--- src/rtl/unidec_pkg.sv ---
// Shared definitions for the unique-decipherability encoder/checker pair:
// character codes, packed code-word format, the code-word table and FSM states.
package unidec_pkg;

    localparam int CHAR_W = 3;
    localparam int WORD_W = 16;
    localparam int LEN_W  = 8;

    localparam logic [CHAR_W-1:0] CH_A = 3'b000;
    localparam logic [CHAR_W-1:0] CH_B = 3'b001;
    localparam logic [CHAR_W-1:0] CH_C = 3'b010;
    localparam logic [CHAR_W-1:0] CH_D = 3'b011;
    localparam logic [CHAR_W-1:0] CH_E = 3'b100;

    // Upper part of the shift register when only the stop bit is left above
    // the current character: that character ends its word.
    localparam logic [WORD_W-CHAR_W-1:0] STOP_ONLY = {{(WORD_W-CHAR_W-1){1'b0}}, 1'b1};

    localparam logic [LEN_W-1:0] LEN_MAX  = {LEN_W{1'b1}};
    localparam logic [LEN_W-1:0] LEN_ONE  = {{(LEN_W-1){1'b0}}, 1'b1};
    localparam logic [LEN_W-1:0] LEN_ZERO = {LEN_W{1'b0}};

    typedef enum logic {
        IDLE = 1'b0,
        SEND = 1'b1
    } state_t;

    // Packed word: first character in the low bits, a 1 stop bit just above
    // the last character, zeros above that.
    function automatic logic [WORD_W-1:0] code(input logic [2:0] sel);
        logic [WORD_W-1:0] w;
        case (sel)
            3'd0:    w = WORD_W'({1'b1, CH_A});
            3'd1:    w = WORD_W'({1'b1, CH_C});
            3'd2:    w = WORD_W'({1'b1, CH_D, CH_A});
            3'd3:    w = WORD_W'({1'b1, CH_B, CH_B, CH_A});
            3'd4:    w = WORD_W'({1'b1, CH_D, CH_A, CH_B});
            3'd5:    w = WORD_W'({1'b1, CH_B, CH_E, CH_D});
            3'd6:    w = WORD_W'({1'b1, CH_E, CH_D, CH_C, CH_B, CH_B});
            // select 7 is an alias of "a"
            default: w = WORD_W'({1'b1, CH_A});
        endcase
        return w;
    endfunction

endpackage

--- src/rtl/unidec_code_rom.sv ---
// Combinational code-word lookup: select index to packed word.
module unidec_code_rom
    import unidec_pkg::*;
(
    input  logic [2:0]        sel,
    output logic [WORD_W-1:0] word
);

    // Table lookup through the shared package function.
    always_comb begin
        word = code(sel);
    end

endmodule

--- src/rtl/unidec_encoder_chk.sv ---
// Invariant checker for the encoder: a word in flight always carries its
// stop bit, and only legal characters (a..e) are presented.
module unidec_encoder_chk
    import unidec_pkg::*;
(
    input logic              clk,
    input logic              rst,
    input logic              in_send,
    input logic [WORD_W-1:0] sh,
    input logic              chr_valid,
    input logic [CHAR_W-1:0] chr_data
);

    a_sh_nonzero: assert property (@(posedge clk) disable iff (rst)
        in_send |-> (sh != {WORD_W{1'b0}}));

    a_char_legal: assert property (@(posedge clk) disable iff (rst)
        chr_valid |-> (chr_data <= CH_E));

endmodule

--- src/rtl/unidec_encoder.sv ---
// Variable-length message encoder: turns a stream of code-word selects into
// the concatenated character stream, one character per cycle, with
// end-of-word / end-of-message flags and a saturating message length.
module unidec_encoder
    import unidec_pkg::*;
(
    input  logic              clk,
    input  logic              rst,
    input  logic              sym_valid,
    output logic              sym_ready,
    input  logic [2:0]        sym_sel,
    input  logic              sym_last,
    output logic              chr_valid,
    input  logic              chr_ready,
    output logic [CHAR_W-1:0] chr_data,
    output logic              chr_eow,
    output logic              chr_eom,
    output logic [LEN_W-1:0]  msg_len
);

    state_t             state_r, state_s;
    logic [WORD_W-1:0]  sh_r, sh_s;
    logic               last_r, last_s;
    logic [LEN_W-1:0]   len_r, len_s;
    logic [WORD_W-1:0]  word_s;
    logic               eow_s;
    logic               sym_ready_s;
    logic               chr_valid_s;

    unidec_code_rom u_rom (
        .sel  (sym_sel),
        .word (word_s)
    );

    unidec_encoder_chk u_chk (
        .clk       (clk),
        .rst       (rst),
        .in_send   (state_r == SEND),
        .sh        (sh_r),
        .chr_valid (chr_valid),
        .chr_data  (chr_data)
    );

    // Current character is the last of its word when only the stop bit remains above it.
    always_comb begin
        eow_s = (sh_r[WORD_W-1:CHAR_W] == STOP_ONLY);
    end

    // Next-state, shift-register, length and handshake logic.
    always_comb begin
        state_s     = state_r;
        sh_s        = sh_r;
        last_s      = last_r;
        len_s       = len_r;
        sym_ready_s = 1'b0;
        chr_valid_s = 1'b0;
        case (state_r)
            IDLE: begin
                sym_ready_s = 1'b1;
                if (sym_valid) begin
                    sh_s    = word_s;
                    last_s  = sym_last;
                    state_s = SEND;
                end else begin
                    state_s = IDLE;
                end
            end
            SEND: begin
                chr_valid_s = 1'b1;
                // a new word may only be taken as the last character of the current one leaves
                sym_ready_s = eow_s & chr_ready;
                if (chr_ready) begin
                    // count survives through the eom cycle, then restarts
                    if (eow_s && last_r) begin
                        len_s = LEN_ZERO;
                    end else if (len_r != LEN_MAX) begin
                        len_s = len_r + LEN_ONE;
                    end else begin
                        len_s = len_r;
                    end
                    if (!eow_s) begin
                        sh_s = sh_r >> CHAR_W;
                    end else if (sym_valid) begin
                        sh_s    = word_s;
                        last_s  = sym_last;
                        state_s = SEND;
                    end else begin
                        // clear so idle outputs stay quiet
                        sh_s    = {WORD_W{1'b0}};
                        state_s = IDLE;
                    end
                end else begin
                    state_s = SEND;
                end
            end
            default: begin
                sh_s    = {WORD_W{1'b0}};
                state_s = IDLE;
            end
        endcase
    end

    // State, word and length registers; reset discards any word in flight.
    always_ff @(posedge clk or posedge rst) begin
        if (rst) begin
            state_r <= IDLE;
            sh_r    <= {WORD_W{1'b0}};
            last_r  <= 1'b0;
            len_r   <= LEN_ZERO;
        end else begin
            state_r <= state_s;
            sh_r    <= sh_s;
            last_r  <= last_s;
            len_r   <= len_s;
        end
    end

    // Output drive: character and flags come straight from the registered word.
    always_comb begin
        sym_ready = sym_ready_s;
        chr_valid = chr_valid_s;
        chr_data  = sh_r[CHAR_W-1:0];
        chr_eow   = eow_s & (state_r == SEND);
        chr_eom   = eow_s & last_r & (state_r == SEND);
        msg_len   = len_r;
    end

endmodule

--- config.mk ---
export PLATFORM = sky130hd
export DESIGN_NAME = unidec_encoder
export DESIGN_NICKNAME = d
export VERILOG_FILES = /design/src/rtl/unidec_pkg.sv /design/src/rtl/unidec_code_rom.sv /design/src/rtl/unidec_encoder_chk.sv /design/src/rtl/unidec_encoder.sv
export SDC_FILE = /design/constraint.sdc
export NUM_CORES = 1
export LEC_CHECK = 0
export CELL_PAD_IN_SITES_DETAIL_PLACEMENT = 1
export CELL_PAD_IN_SITES_GLOBAL_PLACEMENT = 1
export CORE_ASPECT_RATIO = 0.6
export CORE_MARGIN = 4
export CORE_UTILIZATION = 38
export CTS_CLUSTER_SIZE = 10
export DETAILED_ROUTE_END_ITERATION = 12
export GPL_TIMING_DRIVEN = 0
export PLACE_DENSITY = 0.76
export SLEW_MARGIN = 20
export SYNTH_ARGS = -nofsm -noshare
export SYNTH_HDL_FRONTEND = slang
export SYNTH_SLANG_ARGS = --single-unit
--- constraint.sdc ---
create_clock -name clk -period 2.7 [get_ports clk]
set_clock_uncertainty 0.2 [all_clocks]
set_input_delay 0.54 -clock clk [delete_from_list [all_inputs] [get_ports clk]]
set_output_delay 0.54 -clock clk [all_outputs]
set_load 0.005 [all_outputs]
==> results.json <==
{
  "synthTopCellsByArea": "dfrtp_1, o21ai_0, a22o_1",
  "setup_viol": 0,
  "rows": 15,
  "met2_usage": 0.262,
  "period_share": 0.973,
  "gp_congestion": 0.807,
  "synth_cell_type_count": 41,
  "outcome": "finished clean",
  "die_w_um": 80.4,
  "clockBufferDepth": 2,
  "synth.top_cells.by_count": "dfrtp_1, nor2_1, nand2_1, o21ai_0, a21oi_1",
  "cap_violations": 0,
  "first_global_vias": 1126,
  "fin_nets": 167,
  "numCtsBuffers": 3,
  "synth_edf_count": 0,
  "diodes": 0,
  "cpPeakStageDelay_ps": 570,
  "initial_core_util": 0.406,
  "cp.depth": 4,
  "fp.dieH_um": 51.5,
  "hold_path_depth": 1,
  "yosysSeqAreaShare": 0.460,
  "syn_avg_cell_area_sq_um": 9.49,
  "met1_usage": 0.292,
  "post_drt_wl_per_cell_um": 17.5,
  "synth_top_area_cell": "dfrtp_1",
  "stdcell_area_sq_um": 1570,
  "antenna_found_initial": 0,
  "worstPathArrival_ps": 1890,
  "grt_util_met3": 0.0405,
  "syn-num-nets": 135,
  "grt.total_usage": 0.185,
  "grt_overflow": 0,
  "die-area_sq_um": 4140,
  "cts_hold_buf": 0,
  "postPlaceCellArea_sq_um": 1460,
  "io-pin-count": 23,
  "drt-total-wl_um": 3480,
  "vias": 1118,
  "syn_to_final_growth_pct": 31.5,
  "clock-root-buffer": "clkbuf_8",
  "synth_top_area_share": 0.460,
  "syn_inst": 126,
  "dr.first_iter.drc_count": 75,
  "critPathLaunchType": "flip-flop",
  "worst-slew-pin-transition_ps": 877,
  "path_max_fanout": 3,
  "grt_pass1_wl_um": 5840,
  "powerDensity_nw_per_um2": 824,
  "finalHoldViolCount": 0,
  "r2r_cells": 6,
  "leakage_nw": 0.688,
  "cts_max_level": 1,
  "coreArea_sq_um": 2950,
  "dp_hpwl_um": 2490,
  "cp.required_ps": 1960,
  "path_class": "flip-flop to output pin",
  "maxSlewHeadroom": 0.415,
  "cp_top_family": "simple AND/OR/NAND/NOR gates",
  "min_period_ps": 2630,
  "ant_nets": 0,
  "cts_tree": "done",
  "synth_warnings": 0,
  "end_kind": "output pin",
  "grt_max_degree": 23,
  "crit_slowest_cell": "or4_4",
  "cts.sinks": 22,
  "netlist_area_sq_um": 1200,
  "synthArstFlopShare": 1.00,
  "drv_slew": 0,
  "drive_above_1_share": 0.146,
  "drc": 0,
  "busiest_layer": "met1",
  "irDropWorstVdd_v": 0.000390,
  "synth_seq_cells": 22,
  "path_clk_slew_ps": 80,
  "drt-pass1-iter-count": 4,
  "yosysMostFrequentCell": "dfrtp_1",
  "clk_latency_ps": 270,
  "timing.fmax_mhz": 381,
  "crit_chain": "or4_4 > nor4_4 > buf_4 > dlygate4sd2_1",
  "synth_ff_type": "dfrtp_1",
  "cp_num_buf_inv": 2,
  "holdCritPathClass": "flip-flop to flip-flop",
  "vias_per_cell": 5.62,
  "portBuffers": 21,
  "holdWs_ps": 311
}
## worst paths after layout
kind | from | end | slack, ps
worst max-delay path | sh_r[8] | chr_eow | 70
worst min-delay path | sh_r[2] | sh_r[2] | 310
worst max register to register | sh_r[8] | last_r | 450
worst min register to register | sh_r[2] | sh_r[2] | 310
max in group asynchronous | rst | sh_r[12] | 1150
min in group asynchronous | rst | sh_r[2] | 560
## through the flow
stage	utilization	cells	power, mW	setup slack, ps	TNS, ps
after CTS	0.525	196	1.29	52.4	0
after global routing	0.534	199	1.39	-25.1	-37.9
final	0.534	199	1.30	73.7	0
after detailed placement	0.495	189	1.02	-50.5	-50.5
after global placement	0.495	189	0.992	-63.5	-63.5
after floorplan	-	126	0.780	491	0
## sequential cells by signal (all words and copies together), names as in the netlist
name,count
last_r,1
msg_len,8
sh_r,12
state_r,1
## cell type report
type	count	area, sq um
inverters	5	18.8
plain buffers	8	42.5
repair buffers	27	253
flip-flops and latches	22	552
multi-input cells	91	599
well taps	42	52.6
clock buffers	4	55.1
fillers	358	1370
## worst reg2reg max path: stages (launching register included)
cell and delay, ps:
dfrtp_1 420, or4_4 570, buf_4 170, o31ai_4 180, buf_4 170, nand2_2 100, mux2_4 320
## logic make-up after synthesis
kind of cell | after synthesis | share of synthesized area
AO/OA/AOI/OAI | 34 | 0.198
XOR/XNOR | 4 | 0.0293
adder cells (fa/ha/maj) | 1 | 0.0105
buffers and inverters | 13 | 0.0512
flip-flops | 22 | 0.460
multiplexers | 1 | 0.0125
AND/OR/NAND/NOR | 51 | 0.239
## layer usage
metal | up-vias | share of wire | routed length, um
li1 | 517 | - | -
met1 | 575 | 0.54 | 1880
met2 | 22 | 0.42 | 1470
met3 | 4 | 0.033 | 114
met4 | 0 | 0.0057 | 20
met5 | - | 0 | 0
## where the power goes
| part | switching [mW] | internal [mW] | leakage (nW) |
|---|---|---|---|
| Sequential | 0.0949 | 0.414 | 0.285 |
| Combinational | 0.248 | 0.296 | 0.374 |
| Clock | 0.112 | 0.130 | 0.0288 |
## cells in the final DEF (no fill, tap or decap), types with 2 or more instances in the layout
cell type	Yosys	layout
dfrtp_1	22	21
clkdlybuf4s50_1	0	18
nor2_1	10	10
nand2_1	9	9
o21ai_0	9	9
buf_4	3	9
a21oi_1	8	8
inv_1	5	5
and3_1	5	5
nand3_1	5	5
a22o_1	5	5
clkbuf_1	4	4
clkbuf_8	0	4
nor3_1	3	3
nand2b_1	3	3
xnor2_1	3	3
or4_4	2	2
a2bb2oi_1	2	2
a22oi_1	2	2
and2_1	2	2
a211oi_1	2	2
dlygate4sd2_1	0	2
## timing repair
| action | CTS | global route |
|---|---|---|
| setup endpoints to repair | 3 | 1 |
| buffers inserted | 3 | 3 |
| gates resized for setup | 5 | 2 |
| pin swaps | 5 | 3 |
| hold endpoints to repair | 0 | 0 |
| cloned | 0 | 0 |
Power figures use the tool's default switching activity.
